[config.mk]
export PLATFORM = sky130hd
export DESIGN_NAME = miss_req_sched
export DESIGN_NICKNAME = d
export VERILOG_FILES = /design/src/rtl/miss_req_sched.sv
export SDC_FILE = /design/constraint.sdc
export NUM_CORES = 2
export LEC_CHECK = 0
export ABC_AREA = 1
export CORE_MARGIN = 2
export CORE_UTILIZATION = 55
export CTS_BUF_LIST = sky130_fd_sc_hd__clkbuf_8 sky130_fd_sc_hd__clkbuf_16
export CTS_CLUSTER_DIAMETER = 100
export CTS_CLUSTER_SIZE = 30
export DETAILED_ROUTE_END_ITERATION = 10
export PLACE_DENSITY = 0.85
export SLEW_MARGIN = 20
export SYNTH_ARGS = -nofsm -noshare
export SYNTH_HDL_FRONTEND = slang
export SYNTH_SLANG_ARGS = --single-unit
[constraint.sdc]
create_clock -name clk -period 19.1 [get_ports clk]
set_input_delay 3.82 -clock clk [delete_from_list [all_inputs] [get_ports clk]]
set_output_delay 3.82 -clock clk [all_outputs]
set_load 0.02 [all_outputs]
[src/rtl/miss_req_sched.sv]
// miss_req_sched: arbitrates gap reports into a range FIFO and splits each range into
// paced, bounded-count MoldUDP64 retransmission requests.
module miss_req_sched #(
    parameter int SEQ_NUM_W   = 64,
    parameter int SID_W       = 80,
    parameter int ML_W        = 16,
    parameter int MAX_REQ_CNT = 64,
    parameter int FIFO_DEPTH  = 4,
    parameter int GAP_CYC     = 8,
    parameter int GAP_W       = 8
) (
    input  logic                 clk,
    input  logic                 reset,
    input  logic                 flush_i,
    input  logic                 seq_v_i,
    input  logic [SID_W-1:0]     seq_sid_i,
    input  logic [SEQ_NUM_W-1:0] seq_start_i,
    input  logic [SEQ_NUM_W-1:0] seq_cnt_i,
    input  logic                 sid_v_i,
    input  logic [SID_W-1:0]     sid_sid_i,
    input  logic [SEQ_NUM_W-1:0] sid_start_i,
    input  logic [SEQ_NUM_W-1:0] sid_cnt_i,
    output logic                 req_v_o,
    input  logic                 req_ready_i,
    output logic [SID_W-1:0]     req_sid_o,
    output logic [SEQ_NUM_W-1:0] req_seq_num_o,
    output logic [ML_W-1:0]      req_cnt_o,
    output logic                 busy_o,
    output logic                 ovf_o
);
    localparam int PW = $clog2(FIFO_DEPTH);
    typedef enum logic [1:0] {IDLE, SEND, GAP} state_t;

    state_t               state_q, state_d;
    logic [SID_W-1:0]     sid_mem [FIFO_DEPTH];
    logic [SEQ_NUM_W-1:0] start_mem [FIFO_DEPTH];
    logic [SEQ_NUM_W-1:0] cnt_mem [FIFO_DEPTH];
    logic [PW-1:0]        rp_q, wp_q, seq_wa;
    logic [PW:0]          count_q, free;
    logic [SID_W-1:0]     cur_sid_q, cur_sid_d;
    logic [SEQ_NUM_W-1:0] cur_seq_q, cur_seq_d, rem_q, rem_d, chunk, rem_left;
    logic [GAP_W-1:0]     gap_q, gap_d;
    logic                 ovf_q, sid_ok, seq_ok, sid_wr, seq_wr, drop, pop, nonempty;

    assign nonempty = count_q != '0;
    assign free     = (PW+1)'(FIFO_DEPTH) - count_q;
    assign sid_ok   = sid_v_i && sid_cnt_i != '0;
    assign seq_ok   = seq_v_i && seq_cnt_i != '0;
    // The session-spanning report is older, so it claims the last free slot
    assign sid_wr   = sid_ok && free != '0;
    assign seq_wr   = seq_ok && (sid_ok ? free >= (PW+1)'(2) : free != '0);
    assign seq_wa   = sid_wr ? wp_q + PW'(1) : wp_q;
    assign drop     = (sid_ok && !sid_wr) || (seq_ok && !seq_wr);
    assign chunk    = rem_q < SEQ_NUM_W'(MAX_REQ_CNT) ? rem_q : SEQ_NUM_W'(MAX_REQ_CNT);
    assign rem_left = rem_q - chunk;

    assign req_v_o       = state_q == SEND;
    assign req_sid_o     = cur_sid_q;
    assign req_seq_num_o = cur_seq_q;
    assign req_cnt_o     = ML_W'(chunk);
    assign busy_o        = nonempty || state_q != IDLE;
    assign ovf_o         = ovf_q;

    always_ff @(posedge clk) begin
        if (!flush_i && sid_wr) begin
            sid_mem[wp_q]   <= sid_sid_i;
            start_mem[wp_q] <= sid_start_i;
            cnt_mem[wp_q]   <= sid_cnt_i;
        end
        if (!flush_i && seq_wr) begin
            sid_mem[seq_wa]   <= seq_sid_i;
            start_mem[seq_wa] <= seq_start_i;
            cnt_mem[seq_wa]   <= seq_cnt_i;
        end
    end

    // A SEND target with nothing left to send collapses to IDLE
    always_comb begin
        state_d   = state_q;
        cur_sid_d = cur_sid_q;
        cur_seq_d = cur_seq_q;
        rem_d     = rem_q;
        gap_d     = gap_q;
        pop       = 1'b0;
        case (state_q)
            IDLE: begin
                pop     = nonempty;
                state_d = SEND;
            end
            SEND: if (req_ready_i) begin
                cur_seq_d = cur_seq_q + chunk;
                rem_d     = rem_left;
                gap_d     = GAP_W'(GAP_CYC);
                state_d   = GAP_CYC > 0 ? GAP : SEND;
                pop       = GAP_CYC == 0 && rem_left == '0 && nonempty;
            end
            GAP: begin
                gap_d = gap_q - GAP_W'(1);
                if (gap_q == GAP_W'(1)) begin
                    state_d = SEND;
                    pop     = rem_q == '0 && nonempty;
                end
            end
            default: state_d = IDLE;
        endcase
        if (pop) begin
            cur_sid_d = sid_mem[rp_q];
            cur_seq_d = start_mem[rp_q];
            rem_d     = cnt_mem[rp_q];
        end
        if (state_d == SEND && rem_d == '0) state_d = IDLE;
    end

    always_ff @(posedge clk or posedge reset) begin
        if (reset) begin
            state_q   <= IDLE;
            rp_q      <= '0;
            wp_q      <= '0;
            count_q   <= '0;
            cur_sid_q <= '0;
            cur_seq_q <= '0;
            rem_q     <= '0;
            gap_q     <= '0;
            ovf_q     <= 1'b0;
        end else if (flush_i) begin
            state_q <= IDLE;
            rp_q    <= '0;
            wp_q    <= '0;
            count_q <= '0;
            rem_q   <= '0;
            gap_q   <= '0;
            ovf_q   <= 1'b0;
        end else begin
            state_q   <= state_d;
            rp_q      <= rp_q + PW'(pop);
            wp_q      <= wp_q + PW'(sid_wr) + PW'(seq_wr);
            count_q   <= count_q + (PW+1)'(sid_wr) + (PW+1)'(seq_wr) - (PW+1)'(pop);
            cur_sid_q <= cur_sid_d;
            cur_seq_q <= cur_seq_d;
            rem_q     <= rem_d;
            gap_q     <= gap_d;
            ovf_q     <= ovf_q | drop;
        end
    end
endmodule

==> impl_metrics.env <==
export IMPL_outcome="complete, no violations"
export IMPL_period_minus_slack_ps=9910
export IMPL_synth_xor_area_share_pct=0.580
export IMPL_grtUsageTotal_pct=35.6
export IMPL_ctsResizeCount=0
export IMPL_yosys_warnings=0
export IMPL_die_x_um=331
export IMPL_n_fill_cell=8725
export IMPL_synthMostInstantiatedCell="nand2_1"
export IMPL_crit_required_ps=19410
export IMPL_finalHoldViolations=0
export IMPL_crit_start="sid_cnt_i[63]"
export IMPL_drive_gt1_share_pct=3.48
export IMPL_cp_endpoint="start_mem[0][44]"
export IMPL_routedWlPerCell_um=22.8
export IMPL_slew_viol_final=0
export IMPL_nets=7883
export IMPL_ys_types=59
export IMPL_dr_first_iter_drc_count=8814
export IMPL_hp_class="register to register"
export IMPL_tns_ps=0
export IMPL_yosysSeqAreaShare_pct=52.0
export IMPL_cts_setup_buffers=0
export IMPL_multiInputGateArea_um2=25400
export IMPL_synth_cells=7130
export IMPL_grt_first_pass_wirelength_um=304000
export IMPL_synth_top_cell_by_area="edfxtp_1"
export IMPL_rows=120
export IMPL_powerDensity_nw_per_um2=143
export IMPL_synth_top_family_by_area="simple AND/OR/NAND/NOR gates"
export IMPL_syn_to_final_growth_pct=12.8
export IMPL_p_leak_uw=0.0278
export IMPL_synthAdderAreaFrac_pct=1.75
export IMPL_grt_max_degree=257
export IMPL_io_pins=585
export IMPL_endpoint_kind="register"
export IMPL_vias=55200
export IMPL_netlist_area_um2=58900
export IMPL_dp_hpwl_um=126000
export IMPL_r2r_start="rem_q[39]"
export IMPL_via_per_inst=6.23
export IMPL_yosys_area_share_simple_pct=28.6
export IMPL_clk_pin_slew_ps=120
export IMPL_drc=0
export IMPL_reg2reg_slack_ps=13450
export IMPL_synth_edf_count=832
export IMPL_gr_total_overflow=0
export IMPL_io_buffers=575
export IMPL_cts_sinks=1058
export IMPL_ff_latch_area_um2=30600
export IMPL_synth_compound_area_share_pct=9.92
export IMPL_cts_root_buf="clkbuf_16"
export IMPL_ys_flop_type="edfxtp_1"
export IMPL_die_height_um=331
export IMPL_async_flop_share_pct=21.4
export IMPL_synth_top_area_share_pct=42.4
export IMPL_clkLatencyLatePin_ps=690
export IMPL_final_cells=8860
export IMPL_ant_nets=0
export IMPL_routed_wl_um=202000
export IMPL_worstMarginPinSlew_ps=1250
export IMPL_cts_hold_buf=0
export IMPL_muxShareOfSynthArea_pct=1.55
export IMPL_period_share_pct=51.9
export IMPL_cts_tree="done"
export IMPL_reg2reg_to="req_seq_num_o[58]"
export IMPL_finClkSkew_ps=35.8
export IMPL_synth_area_leaders="edfxtp_1 42%, nand2_1 14%, dfrtp_1 9.6%"
export IMPL_ys_ff_latch=1058
export IMPL_die_area_um2=110000
export IMPL_relSlewSlack_pct=16.6
export IMPL_dr_pass1_iters=7
export IMPL_clockBufferDepth=3
export IMPL_cp_max_fo=250
export IMPL_ir_worst_vdd_mv=0.121
export IMPL_synthTopCellsByCount="2225 x nand2_1, 964 x nand3_1, 832 x edfxtp_1"
export IMPL_start_kind="primary input"
export IMPL_setup_viol=0
export IMPL_syn_mean_instance_area_um2=8.27
export IMPL_grt_antenna_before_repair=62
export IMPL_globalplace_congestion=0.996
export IMPL_rsz0062_at_grt="no"
export IMPL_cts_max_level=2
export IMPL_critPathArrivalTime_ps=10210
export IMPL_grt_pass1_vias=51500
export IMPL_initial_utilization_pct=55.2
export IMPL_max_freq_mhz=101
export IMPL_numCtsBuffers=44
export IMPL_ff2ff_path_depth=28
export IMPL_dp_cells=8738
export IMPL_critical_path_class="primary input to register"
export IMPL_core_area_um2=107000
export IMPL_drv_cap=0
==> flip-flops by register name, indices dropped and copies added (netlist names) <==
name           count
state_q            2
cnt_mem          256
req_seq_num_o     64
wp_q               2
req_sid_o         80
count_q            3
rp_q               2
rem_q             64
ovf_o              1
start_mem        256
sid_mem          320
gap_q              8
==> worst min-delay path by stage <==
| stage | depth (start not counted) | end | start |
|---|---|---|---|
| final | 1 | req_sid_o[28] | req_sid_o[28] |
| after global routing | 1 | req_sid_o[74] | req_sid_o[74] |
| after CTS | 1 | req_sid_o[28] | req_sid_o[28] |
| after detailed placement | 1 | req_sid_o[28] | req_sid_o[28] |
| after global placement | 1 | req_sid_o[9] | req_sid_o[9] |
| after floorplan | 1 | gap_q[0] | gap_q[0] |
==> routing by layer <==
layer | vias to the layer above | global-route usage (%) | routed length [um]
li1 | 24800 | - | -
met1 | 25600 | 47.7 | 74400
met2 | 4088 | 55.6 | 91000
met3 | 617 | 7.79 | 27100
met4 | 48 | 16.7 | 9370
met5 | - | 0 | 348
==> power by group <==
| group | internal, uW | total (uW) | switching, uW |
|---|---|---|---|
| combinational | 1370 | 4720 | 3350 |
| sequential | 3220 | 3550 | 329 |
| clock | 460 | 1230 | 765 |
==> layout by cell type, fill, tap and decap left out, types with 4 or more instances in the layout <==
cell type,netlist,layout
nand2_1,2225,2214
nand3_1,964,964
edfxtp_1,832,832
nor2_1,703,699
clkdlybuf4s50_1,0,574
o21ai_0,504,504
a21oi_1,337,337
inv_1,237,257
dfrtp_1,226,224
o22ai_1,140,140
mux2_2,80,80
ha_1,76,76
conb_1,2,66
nand4_1,46,46
clkbuf_16,0,46
buf_4,44,46
a31oi_1,44,44
diode_2,0,42
nor4_1,42,42
xor2_1,25,25
nor3_1,25,24
xnor2_1,14,14
nand3b_1,12,12
nand2_4,1,11
nand2_2,8,9
a221oi_1,9,9
nor2_4,5,9
buf_12,0,9
nor2_2,8,8
o221ai_1,8,8
o21a_1,8,8
or2_2,7,7
a21o_1,6,6
inv_8,0,4
inv_2,6,4
nand3_2,4,4
o311ai_0,4,4
fa_1,4,4
==> critical path, stage by stage <==
cell             delay [ps]
clkdlybuf4s50_1         560
nor4_1                  450
nand4_1                 410
or4_1                   670
nand2_2                 170
inv_2                    50
nand3_2                  70
nand3_2                 100
nor2_4                  670
buf_12                  790
nand2_4                 450
nand2_4                 910
buf_4                   920
==> cell type report <==
type / instances / share of cell area [%]
clock inverters: 33 / 0.326
multi-input cells: 5404 / 38.2
well taps: 1403 / 2.64
diodes: 42 / 0.158
repair buffers: 630 / 9.44
inverters: 243 / 1.41
clock buffers: 47 / 1.75
flip-flops and latches: 1058 / 46.1
==> kinds of logic (layout without fill, tap and decap cells) <==
kind of cell	after synthesis	count (layout)
and+or+nand+nor	4056	4056
AOI/OAI and AO/OA	1082	1082
DFF	1058	1058
buffers and inverters	732	953
muxes	81	81
adders and majority gates	80	80
xor gates and xnor gates	39	39
other	2	108
==> metrics by stage <==
stage / hold slack [ps] / utilization [%] / instance area [um^2] / power, uW / worst slack (ps)
CTS: 517 / 62.2 / 66400 / 9320 / 9350
global route: 531 / 62.2 / 66400 / 9960 / 8840
floorplan: 489 / - / 59200 / 6570 / 8310
finish: 515 / 62.3 / 66500 / 9500 / 9190
global placement: 490 / 60.9 / 65000 / 8040 / 8630
detailed placement: 492 / 60.9 / 65000 / 8130 / 8610
Power figures use the tool's default switching activity.
